## src/rtl/seg7_scan_ctrl_if.sv

```systemverilog
// Bus between a display-data source and the 4-digit 7-segment scan controller.
// The master supplies the value to show; the slave drives the decoder and anodes.
interface seg7_scan_ctrl_if;
  logic [15:0] value;
  logic [3:0]  dp;
  logic        load;
  logic        lz_en;
  logic [3:0]  hex_out;
  logic [3:0]  an;
  logic        dp_n;
  logic        frame_tick;

  modport master (
    output value, dp, load, lz_en,
    input  hex_out, an, dp_n, frame_tick
  );

  modport slave (
    input  value, dp, load, lz_en,
    output hex_out, an, dp_n, frame_tick
  );
endinterface

```

## src/rtl/seg7_scan_ctrl.sv

```systemverilog
// Time-multiplexed 4-digit common-anode 7-segment scanner with dead time,
// leading-zero suppression and frame-aligned double buffering of the display value.
module seg7_scan_ctrl #(
  parameter int unsigned REFRESH_DIV = 100000,
  parameter int unsigned DEAD_CYCLES = 16
) (
  input  logic              clk,
  input  logic              reset,
  seg7_scan_ctrl_if.slave   bus
);

  localparam int unsigned CNT_W = (REFRESH_DIV > 1) ? $clog2(REFRESH_DIV) : 1;
  localparam logic [CNT_W-1:0] CNT_LAST = CNT_W'(REFRESH_DIV - 1);
  localparam logic [CNT_W-1:0] CNT_DEAD = CNT_W'(DEAD_CYCLES);

  typedef enum logic {
    BLANK = 1'b0,
    DRIVE = 1'b1
  } state_e;

  state_e           state_q, state_d;
  logic [CNT_W-1:0] cnt_q, cnt_d;
  logic [1:0]       idx_q, idx_d;
  logic [15:0]      act_val_q, act_val_d;
  logic [3:0]       act_dp_q, act_dp_d;
  logic [15:0]      sh_val_q, sh_val_d;
  logic [3:0]       sh_dp_q, sh_dp_d;
  logic             pending_q, pending_d;

  logic             slot_end;
  logic             frame_end;
  logic [15:0]      act_shifted;
  logic [3:0]       supp_mask;
  logic             drive_en;

  // Slot counter, digit index, phase state and the shadow/active buffers.
  always_comb begin
    cnt_d     = cnt_q;
    idx_d     = idx_q;
    state_d   = state_q;
    act_val_d = act_val_q;
    act_dp_d  = act_dp_q;
    sh_val_d  = sh_val_q;
    sh_dp_d   = sh_dp_q;
    pending_d = pending_q;

    slot_end  = (cnt_q == CNT_LAST);
    frame_end = slot_end && (idx_q == 2'd3);

    cnt_d   = slot_end ? '0 : cnt_q + CNT_W'(1);
    idx_d   = slot_end ? idx_q + 2'd1 : idx_q;
    state_d = (cnt_d < CNT_DEAD) ? BLANK : DRIVE;

    if (bus.load) begin
      sh_val_d  = bus.value;
      sh_dp_d   = bus.dp;
      pending_d = 1'b1;
    end

    // A load coinciding with the frame boundary bypasses the shadow entirely.
    if (frame_end) begin
      if (bus.load) begin
        act_val_d = bus.value;
        act_dp_d  = bus.dp;
      end else if (pending_q) begin
        act_val_d = sh_val_q;
        act_dp_d  = sh_dp_q;
      end
      pending_d = 1'b0;
    end
  end

  always_ff @(posedge clk) begin
    if (reset) begin
      state_q   <= BLANK;
      cnt_q     <= '0;
      idx_q     <= 2'd0;
      act_val_q <= 16'h0000;
      act_dp_q  <= 4'h0;
      sh_val_q  <= 16'h0000;
      sh_dp_q   <= 4'h0;
      pending_q <= 1'b0;
    end else begin
      state_q   <= state_d;
      cnt_q     <= cnt_d;
      idx_q     <= idx_d;
      act_val_q <= act_val_d;
      act_dp_q  <= act_dp_d;
      sh_val_q  <= sh_val_d;
      sh_dp_q   <= sh_dp_d;
      pending_q <= pending_d;
    end
  end

  // Output decode straight from registered state so drive timing has no added latency.
  always_comb begin
    act_shifted  = act_val_q >> {idx_q, 2'b00};
    supp_mask[0] = 1'b0;
    supp_mask[1] = bus.lz_en && (act_val_q[15:4]  == 12'h000);
    supp_mask[2] = bus.lz_en && (act_val_q[15:8]  == 8'h00);
    supp_mask[3] = bus.lz_en && (act_val_q[15:12] == 4'h0);
    drive_en     = (state_q == DRIVE) && !supp_mask[idx_q];

    bus.hex_out    = act_shifted[3:0];
    bus.an         = drive_en ? ~(4'b0001 << idx_q) : 4'b1111;
    bus.dp_n       = drive_en ? ~act_dp_q[idx_q] : 1'b1;
    bus.frame_tick = !reset && (idx_q == 2'd0) && (cnt_q == '0);
  end

endmodule

```

## src/flat_wrapper.sv

```systemverilog
// flat-port wrapper written by rule: the top's interface ports become plain ports
module seg7_scan_ctrl_flat 
#(
  parameter int unsigned REFRESH_DIV = 100000,
  parameter int unsigned DEAD_CYCLES = 16
)
  (clk, reset, bus_value, bus_dp, bus_load, bus_lz_en, bus_hex_out, bus_an, bus_dp_n, bus_frame_tick);
  seg7_scan_ctrl_if bus_i ();
  input  logic clk;
  input  logic reset;
  input wire logic [$bits(bus_i.value)-1:0] bus_value;
  input wire logic [$bits(bus_i.dp)-1:0] bus_dp;
  input wire logic [$bits(bus_i.load)-1:0] bus_load;
  input wire logic [$bits(bus_i.lz_en)-1:0] bus_lz_en;
  output wire logic [$bits(bus_i.hex_out)-1:0] bus_hex_out;
  output wire logic [$bits(bus_i.an)-1:0] bus_an;
  output wire logic [$bits(bus_i.dp_n)-1:0] bus_dp_n;
  output wire logic [$bits(bus_i.frame_tick)-1:0] bus_frame_tick;
  assign bus_i.value = bus_value;
  assign bus_i.dp = bus_dp;
  assign bus_i.load = bus_load;
  assign bus_i.lz_en = bus_lz_en;
  assign bus_hex_out = bus_i.hex_out;
  assign bus_an = bus_i.an;
  assign bus_dp_n = bus_i.dp_n;
  assign bus_frame_tick = bus_i.frame_tick;
  seg7_scan_ctrl #(.REFRESH_DIV(REFRESH_DIV), .DEAD_CYCLES(DEAD_CYCLES)) u_core (.clk(clk), .reset(reset), .bus(bus_i));
endmodule
```

## config.mk

```make
export PLATFORM = sky130hd
export DESIGN_NAME = seg7_scan_ctrl_flat
export DESIGN_NICKNAME = d
export VERILOG_FILES = /design/src/rtl/seg7_scan_ctrl_if.sv /design/src/rtl/seg7_scan_ctrl.sv /design/src/flat_wrapper.sv
export SDC_FILE = /design/constraint.sdc
export NUM_CORES = 1
export LEC_CHECK = 0
export CAP_MARGIN = 40
export CORE_ASPECT_RATIO = 0.9
export CORE_UTILIZATION = 60
export CTS_CLUSTER_SIZE = 28
export DETAILED_ROUTE_END_ITERATION = 6
export HOLD_SLACK_MARGIN = 0.03
export PLACE_DENSITY = 0.84
export REMOVE_ABC_BUFFERS = 1
export SYNTH_ARGS = -nofsm -noshare
export SYNTH_HDL_FRONTEND = slang
export SYNTH_SLANG_ARGS = --single-unit
```

## constraint.sdc

```tcl
create_clock -name clk -period 3.7 [get_ports clk]
set_input_delay 0.74 -clock clk [delete_from_list [all_inputs] [get_ports clk]]
set_output_delay 0.74 -clock clk [all_outputs]
set_load 0.05 [all_outputs]
```

# Word-level counts from Yosys, hierarchy flattened

Cells that the tools add are included.

Input port bits: 24
Register bits: 61
Logic and storage cells: 47
Output and inout bits: 10

Bitwise gates (word level): 2
$add $sub $neg: 2
Muxes and demuxes: 12
Shift-type cells: 2
Reduce and logical (&&, ||, !) cells: 17
$lt $le $gt $ge: 2
Equal/unequal tests: 2

Operators by type and width:

| cell                                                                   | number |
|---|---|
| 16-bit two-way mux                                                     | 2 |
| 17-bit by 1-bit adder with 17-bit output (second input constant)       | 1 |
| 17-bit equality test (second input constant)                           | 1 |
| 17-bit logical NOT                                                     | 1 |
| 17-bit by 5-bit < comparator with 1-bit output (second input constant) | 1 |
| 17-bit two-way mux                                                     | 1 |
| 16-bit by 4-bit right shift with 4-bit output                          | 1 |
| 12-bit logical NOT                                                     | 1 |
| 4-bit two-way mux                                                      | 3 |
| 8-bit logical NOT                                                      | 1 |
| 1-bit logical AND                                                      | 7 |
| 1-bit binary-select mux with 2-bit select                              | 2 |
| 4-bit logical NOT                                                      | 1 |
| 1-bit two-way mux                                                      | 4 |
| 4-bit inverter                                                         | 1 |
| 1-bit by 2-bit left shift with 4-bit output (first input constant)     | 1 |
| 2-bit by 3-bit < comparator with 1-bit output (second input constant)  | 1 |
| 2-bit by 1-bit adder with 2-bit output (second input constant)         | 1 |
| 2-bit equality test (second input constant)                            | 1 |
| 1-bit logical NOT                                                      | 2 |
| 2-bit logical NOT                                                      | 1 |
| 2-bit AND reduction                                                    | 1 |
| 2-bit nonzero test                                                     | 1 |
| 2-bit OR reduction                                                     | 1 |
| 1-bit inverter                                                         | 1 |

# Longest topological paths before layout

Gate-level depths: netlist of run 1.

Depth in word-level cells: 7
Gate-level depth with buffers: 7
Depth with buffers taken out: 6

# Least setup slack after synthesis of run 1

OpenSTA, ideal clock, no wires.

Path kind: reg-to-output
From: reg u_core.cnt_q[5]
To: out bus_frame_tick
Cell stages (with the launch flop): 5
Path slack: 0.291 ns
Arrival time: 2.669 ns
Required time: 2.960 ns
Cells stage by stage: dfxtp_1 buf_6 or4_4 nor3_1 nor4bb_1

Word-level cells in the longest chain between the ends: 2

RTL lines:

| what                     | RTL line              | text |
|---|---|---|
| start: declaration       | seg7_scan_ctrl.sv:22  | `logic [CNT_W-1:0] cnt_q, cnt_d;` |
| start signal: assignment | seg7_scan_ctrl.sv:85  | `cnt_q <= cnt_d;` |
| 17-bit logical NOT       | seg7_scan_ctrl.sv:107 | `bus.frame_tick = !reset && (idx_q == 2'd0) && (cnt_q == '0);` |
| 1-bit logical AND        | seg7_scan_ctrl.sv:107 |  |
| end: declaration         | flat_wrapper.sv:18    | `output wire logic [$bits(bus_i.frame_tick)-1:0] bus_frame_tick;` |

Every way passes these cells.

# Worst setup path after layout of run 1

Same ends and word-level chain as after synthesis.

==> impl_results.md, run 1 <==
- Num CTS Buffers: 9
- Rows: 23
- Layout cells sized above 1: 14.8%
- Core area: 4600 µm²
- Final period utilization: 89.9%
- Hold Crit Class: flop to flop
- Number of synthesized flops with an enable pin: 0
- Final net count: 355
- GP Congestion: 0.874
- Area of the multi-input gates: 1520 µm²
- Critical path endpoint category: output pin
- Remaining DRCs: 0
- Seq cells post-synth: slightly above 60
- Switching share of power: 21.7%
- Synth Warn #: 0
- Number of fill cells: 358
- # diodes: 0
- CP Class: flop to output pin
- Post-synth ARST share: 0%
- Final setup fails: 0
- Clock share of power: 43.8%
- Clock buffer depth: 2
- Post-layout minimum cycle time: 3.32 ns
- Gr usage total: 24.3%
- Sequential share of the synthesized area: between 40% and 50%
- Slew @ Worst Pin: just under 0.7 ns
- Pint: 0.00110 W
- Die X: 76.3 µm
- First-pass GRT wire length: 9690 µm
- Maxcap violations: 0
- Vias in the first global route: 2,048
- Clk root buf: clkbuf_8
- Ys flop type: dfxtp_1
- Critical-path cell list: or4_4 > nor3_1 > nor4bb_1 > clkdlybuf4s50_1
- Register area: 1220 µm²
- Leak Pwr: roughly 1.3 nW
- Unique masters post-synth: 43
- Worst reg2reg path depth: 6
- Top cell type's share of synthesized area: 41.0%
- Netlist Area Pre-Place: 2980 µm²
- Drt wl/cell: 14.9 µm
- Cts hold-fix bufs: 0
- Relative slew slack: 53.5%
- Register share of total power: 48.6%
- DR vias: approximately 2,200
- Area of the die: ~5300 µm²
- Peak supply drop: 283 µV
- Initial detailed-routing violation count: 142
- Min-Delay Path Depth: 1
- Top cell type by total area after synthesis: dfxtp_1
- Most area-consuming cells after synthesis: dfxtp_1, nor2_1, a211oi_2, mux2i_1, mux4_2
- Layout area overhead: 14.7%
- R2r setup slk: 0.90 ns
- F_max: 301 MHz
- Tot Pwr: 0.00141 W
- Worst EP required: 2.96 ns
- CTS-repair resized insts: 0
- Setup bufs post-CTS: 0
- Clock Pin Slew Worst Setup and Hold Paths: approximately 0.07 ns
- RSZ-0062 raised after global routing: false
- Net Sw Power: 0.000306 W
- Status: complete, no violations
- Ports: 34
- Drt first pass iters: 6
- Largest net degree at the start of global routing: 51
- Via/cell ratio: 5.70
- Grt ovf: 0
- Pwr Density: 411 nW/µm²
- Clock Sink Count: just over 60
- Number of I/O port buffers: 33
- Dpl hpwl: 4070 µm
- Htree depth: 3
- Final WL: 5830 µm
- TritonCTS clock tree: done
- Clock skew: 0.00617 ns
- Comb pwr share: 7.6%
- Worst-Skew Late Latency: 0.33 ns
- Routed Antenna Nets: 0
- Slowest cell on crit path: clkdlybuf4s50_1
- Initial antenna violation count: 0
- Final hold vios: 0
- Crit path largest cell delay: 0.84 ns
- Mapped Avg Cell Area: ~9.9 µm²
- Fin. max-slew vios: 0
- Initial Util: 64.7%
- Arrival time of the worst setup path: 2.58 ns
- Critical Path Source Type: flop
- Fin Setup TNS: 0 ns
- Die H: just under 70 µm
- CP Max Fanout: 8
- Cell count after synthesis: approximately 300
==> cells in the mapped netlist, types with 2 or more instances <==
cell	n
nand2_1	12
or4_4	2
dfxtp_1	61
o21ai_0	3
nand2b_1	4
a211oi_2	20
a31oi_1	2
buf_2	2
nor2_1	70
a211oi_1	2
xnor2_1	11
nor3_1	3
clkbuf_1	7
nand4_1	4
inv_1	8
nor4_1	6
mux4_2	5
buf_6	6
xor2_1	8
or4_1	2
o211a_1	2
ha_1	6
clkbuf_8	6
nand3_1	9
mux2i_1	22
==> placed cells by master, fill, tap and decap left out, types with 2 or more instances in the layout <==
cell	n
or4_1	2
nand3_1	9
bufinv_16	2
ha_1	6
a211oi_2	20
mux4_2	5
clkbuf_8	9
nand4_1	4
a211oi_1	2
nand2b_1	4
inv_1	8
o211a_1	2
or4_4	2
a31oi_1	2
clkbuf_1	2
dfxtp_1	61
xor2_1	8
clkinv_2	3
mux2i_1	22
nor2_1	70
o21ai_0	3
nor4_1	6
clkdlybuf4s50_1	32
xnor2_1	11
nand2_1	12
buf_4	2
nor3_1	3
==> flip-flops by register name (all words and copies together) (netlist names) <==
signal / cells
u_core.act_dp_q: 4
u_core.act_val_q: 16
u_core.cnt_q: 17
u_core.idx_q: 2
u_core.pending_q: 1
u_core.sh_dp_q: 4
u_core.sh_val_q: 16
u_core.state_q: 1
==> layer usage <==
layer  up-vias  global-route usage [%]  wire length, µm
li1       1101                       -                -
met3        10                    5.92              393
met4         0                    10.8               76
met2        83                    39.8             2690
met5         -                       0                0
met1      1039                    31.1             2670
==> cell families after synthesis <==
| family | synth area share (%) |
|---|---|
| AO/OA/AOI/OAI | 12.1 |
| XOR/XNOR | 5.58 |
| adder cells (fa/ha/maj) | 2.52 |
| buffers and inverters | 7.93 |
| flip-flops | 41.0 |
| multiplexers | 11.2 |
| AND/OR/NAND/NOR | 19.7 |
==> through the flow <==
stage               cells  area, µm²  worst slack, ns  hold slack [ns]  utilization [%]
floorplan             278       2770            0.337            0.438                -
global placement      376       3210            0.613            0.453             69.8
detailed placement    376       3210            0.553            0.469             69.8
CTS                   392       3420            0.348            0.486             74.2
global route          392       3420            0.232            0.501             74.2
finish                392       3420            0.375            0.481             74.2
==> area by class of cell <==
class                   instances  share of cell area, %
clock inverters                 5                   2.20
multi-input cells             209                   44.5
well taps                      62                   2.27
clock buffers                  11                   3.84
inverters                       8                  0.878
repair buffers                 36                   10.5
flip-flops and latches         61                   35.7
==> power by group through the flow <==
stage / registers [W] / clock network (W) / logic (W)
after floorplan: 0.000696 / 0 / 0.0000526
after global placement: 0.000697 / 0 / 0.000104
after detailed placement: 0.000698 / 0 / 0.000107
after CTS: 0.000684 / 0.000629 / 0.000108
after global routing: 0.000685 / 0.000658 / 0.000117
final: 0.000684 / 0.000615 / 0.000107
==> worst paths after layout <==
kind	from	to
setup reg to reg	u_core.cnt_q[5]$_SDFF_PP0_	u_core.act_val_q[13]$_SDFFE_PP0P_
hold reg to reg	u_core.cnt_q[0]$_SDFF_PP0_	u_core.cnt_q[0]$_SDFF_PP0_
hold / removal	u_core.cnt_q[0]$_SDFF_PP0_	u_core.cnt_q[0]$_SDFF_PP0_
setup / recovery	u_core.cnt_q[5]$_SDFF_PP0_	bus_frame_tick
==> critical path, delay by kind of cell, from the launching register on <==
family / cells / cell delay, ns
buf+inv: 1 / 0.84
flops: 1 / 0.38
simple gates: 3 / 1.04
Power figures use the tool's default switching activity.
==> inputs of run 2 (changes only) <==
Settings changed: CTS_CLUSTER_SIZE 28 to 25, SETUP_SLACK_MARGIN set to 0.1.
==> results of run 2 <==
Same layout as run 1: the final DEF is identical, and so are final timing and power.
==> inputs of run 3 (changes only) <==
Settings changed: CTS_CLUSTER_DIAMETER set to 120, REMOVE_ABC_BUFFERS 1 to not set.
==> run 3 against run 2 <==
  * Global-route usage grew 0.95 points
  * First-iteration DRC count increased by 15%
  * Utilization fell by 0.84 points
  * Maximum frequency is 2.9% lower
  * Sequential cell count stayed put
  * Clock power shrank 10%
  * Critical path depth unchanged
  * Hold slack better by 0.011 ns
  * Critical endpoint unchanged
  * Routed wire length up 1.9%
==> impl_results.md, run 3 (same netlist as run 1, synthesis figures left out) <==
- Die H: 68.9 µm (unchanged)
- Setup bufs post-CTS: 0 (unchanged)
- Htree depth: 3 (unchanged)
- Fin Setup TNS: 0 ns (unchanged)
- Metal-1 WL: 2850 µm (+6.7%)
- Max reg flops: 17 (unchanged)
- Core area: 4600 µm² (unchanged)
- Clk root buf: clkbuf_8
- Leak Pwr: 1.24 nW (-1.4%)
- Clock Sink Count: 61 (unchanged)
- Final hold vios: 0 (unchanged)
- Setup ws final: 0.278 ns (-0.0980 ns)
- Worst-Skew Late Latency: 0.33 ns (about the same)
- Slew @ Worst Pin: 0.610 ns (-0.0858 ns)
- Final net count: 355 (unchanged)
- Final WL: 5940 µm (+1.9%)
- Routed Antenna Nets: 0 (unchanged)
- Status: complete, no violations
- Relative slew slack: 59.4% (+5.9 points)
- Initial detailed-routing violation count: 163 (+15%)
- Gr usage total: 25.3% (+0.95 points)
- CP Max Fanout: 8 (unchanged)
- Area of the die: 5250 µm² (unchanged)
- Ports: 34 (unchanged)
- Post-Syn Nets: 331
- RSZ-0062 raised after global routing: false
- Maxcap violations: 0 (unchanged)
- Peak supply drop: 290 µV (+2.6%)
- Largest net degree at the start of global routing: 51 (unchanged)
- Number of I/O port buffers: 33 (unchanged)
- Largest registers: u_core.cnt_q (17), u_core.act_val_q (16), u_core.sh_val_q (16)
- Min-Delay Path Depth: 1 (unchanged)
- Remaining DRCs: 0 (unchanged)
- Worst reg2reg path depth: 6 (unchanged)
- Hold Crit Class: flop to flop
- Initial Util: 64.7% (unchanged)
- TritonCTS clock tree: done
- Critical-path cell list: or4_4 > nor3_1 > nor4bb_1 > clkdlybuf4s50_1
- Critical Path Source Type: flop
- Top Metal Used: met4
- Clock Pin Slew Worst Setup and Hold Paths: 0.07 ns (about the same)
- First-pass GRT wire length: 10,000 µm (+3.2%)
- Vias in the first global route: 2,051 (+0.15%)
- Clock skew: 0.00473 ns (-0.00144 ns)
- Crit path largest cell delay: 0.86 ns (+0.02 ns)
- Fin. max-slew vios: 0 (unchanged)
- Number of fill cells: 340 (-5.0%)
- Final period utilization: 92.5% (+2.6 points)
- Drt first pass iters: 5 (-1)
- GP Congestion: 0.891 (+2.0%)
- Via/cell ratio: 5.64 (-1.0%)
- Worst slack at placement: 0.500 ns (-0.0535 ns)
- # diodes: 0 (unchanged)
- Clock buffer depth: 2 (unchanged)
- Leading cell type in the layout, fill and taps excluded: nor2_1
- R2r setup slk: 0.99 ns (+0.09 ns)
- Met3 wire length: 347 µm (-12%)
- Cts hold-fix bufs: 0 (unchanged)
- F_max: 292 MHz (-2.9%)
- Worst EP required: 2.96 ns (about the same)
- CP Class: flop to output pin
- Pwr Density: 397 nW/µm² (-3.4%)
- DR vias: 2,204 (-1.3%)
- Commonest non-fill, non-tap cells in the layout: nor2_1, dfxtp_1, clkdlybuf4s50_1
- CTS-repair resized insts: 0 (unchanged)
- Layout cells sized above 1: 14.9% (+0.045 points)
- Slowest cell on crit path: clkdlybuf4s50_1
- Layout area overhead: 13.4%
- Die X: 76.3 µm (unchanged)
- Grt ovf: 0 (unchanged)
- Critical path endpoint category: output pin
- Dpl hpwl: 3940 µm (-3.3%)
- Arrival time of the worst setup path: 2.68 ns (+0.10 ns)
- Final setup fails: 0 (unchanged)
- Most flops, register: u_core.cnt_q
- Initial antenna violation count: 0 (unchanged)
- Met2 WL post-DR: 2660 µm (-0.93%)
- Drt wl/cell: 15.2 µm (+2.2%)
- Num CTS Buffers: 9 (unchanged)
- Rows: 23 (unchanged)
- Worst hold slack: 0.491 ns (+0.0106 ns)
- Post-layout minimum cycle time: 3.42 ns (+0.0980 ns)
run 3: cell types whose count changed in the layout (fill, tap and decap cells not counted), sizes merged:
| cell | before | now |
|---|---|---|
| clkinvlp | 0 | 1 |
| clkbuf | 11 | 10 |
| bufinv | 2 | 1 |
run 3: stage by stage:
stage | total power [W] | cell area (µm²) | utilization, % | cells
floorplan | 0.000767 | 2980 | - | 301
global route | 0.00140 | 3380 | 73.4 | 391
detailed placement | 0.000805 | 3200 | 69.5 | 376
global placement | 0.000801 | 3200 | 69.5 | 376
finish | 0.00134 | 3380 | 73.4 | 391
CTS | 0.00135 | 3380 | 73.4 | 391
run 3: cell type report:
class | count | area (µm²) | share of cell area (%)
flip-flops and latches | 61 | 1220 | 36.1
clock inverters | 5 | 52.6 | 1.55
inverters | 8 | 30.0 | 0.889
multi-input cells | 209 | 1520 | 45.1
clock buffers | 10 | 128 | 3.78
repair buffers | 36 | 348 | 10.3
well taps | 62 | 77.6 | 2.30
run 3: worst max-delay path: cells and delay by family, from the launching register on:
| kind | cells | cell delay, ns |
|---|---|---|
| buf+inv | 1 | 0.86 |
| simple gates | 3 | 1.09 |
| flops | 1 | 0.39 |
run 3: power by group:
| part | internal [W] | switching, W | total (W) |
|---|---|---|---|
| Clock | 0.000303 | 0.000248 | 0.000552 |
| Sequential | 0.000675 | 0.00000881 | 0.000684 |
| Combinational | 0.0000493 | 0.0000581 | 0.000107 |
run 3: path summary, 6_finish.rpt:
kind | from | to
min | u_core.cnt_q[0]$_SDFF_PP0_ | u_core.cnt_q[0]$_SDFF_PP0_
max | u_core.cnt_q[5]$_SDFF_PP0_ | bus_frame_tick
max reg2reg | u_core.cnt_q[5]$_SDFF_PP0_ | u_core.act_val_q[6]$_SDFFE_PP0P_
min reg2reg | u_core.cnt_q[0]$_SDFF_PP0_ | u_core.cnt_q[0]$_SDFF_PP0_
run 3: metal layers:
| layer | global-route usage (%) | up-vias |
|---|---|---|
| li1 | - | 1094 |
| met3 | 9.34 | 8 |
| met5 | 0 | - |
| met2 | 38.5 | 61 |
| met4 | 9.62 | 0 |
| met1 | 32.9 | 1041 |
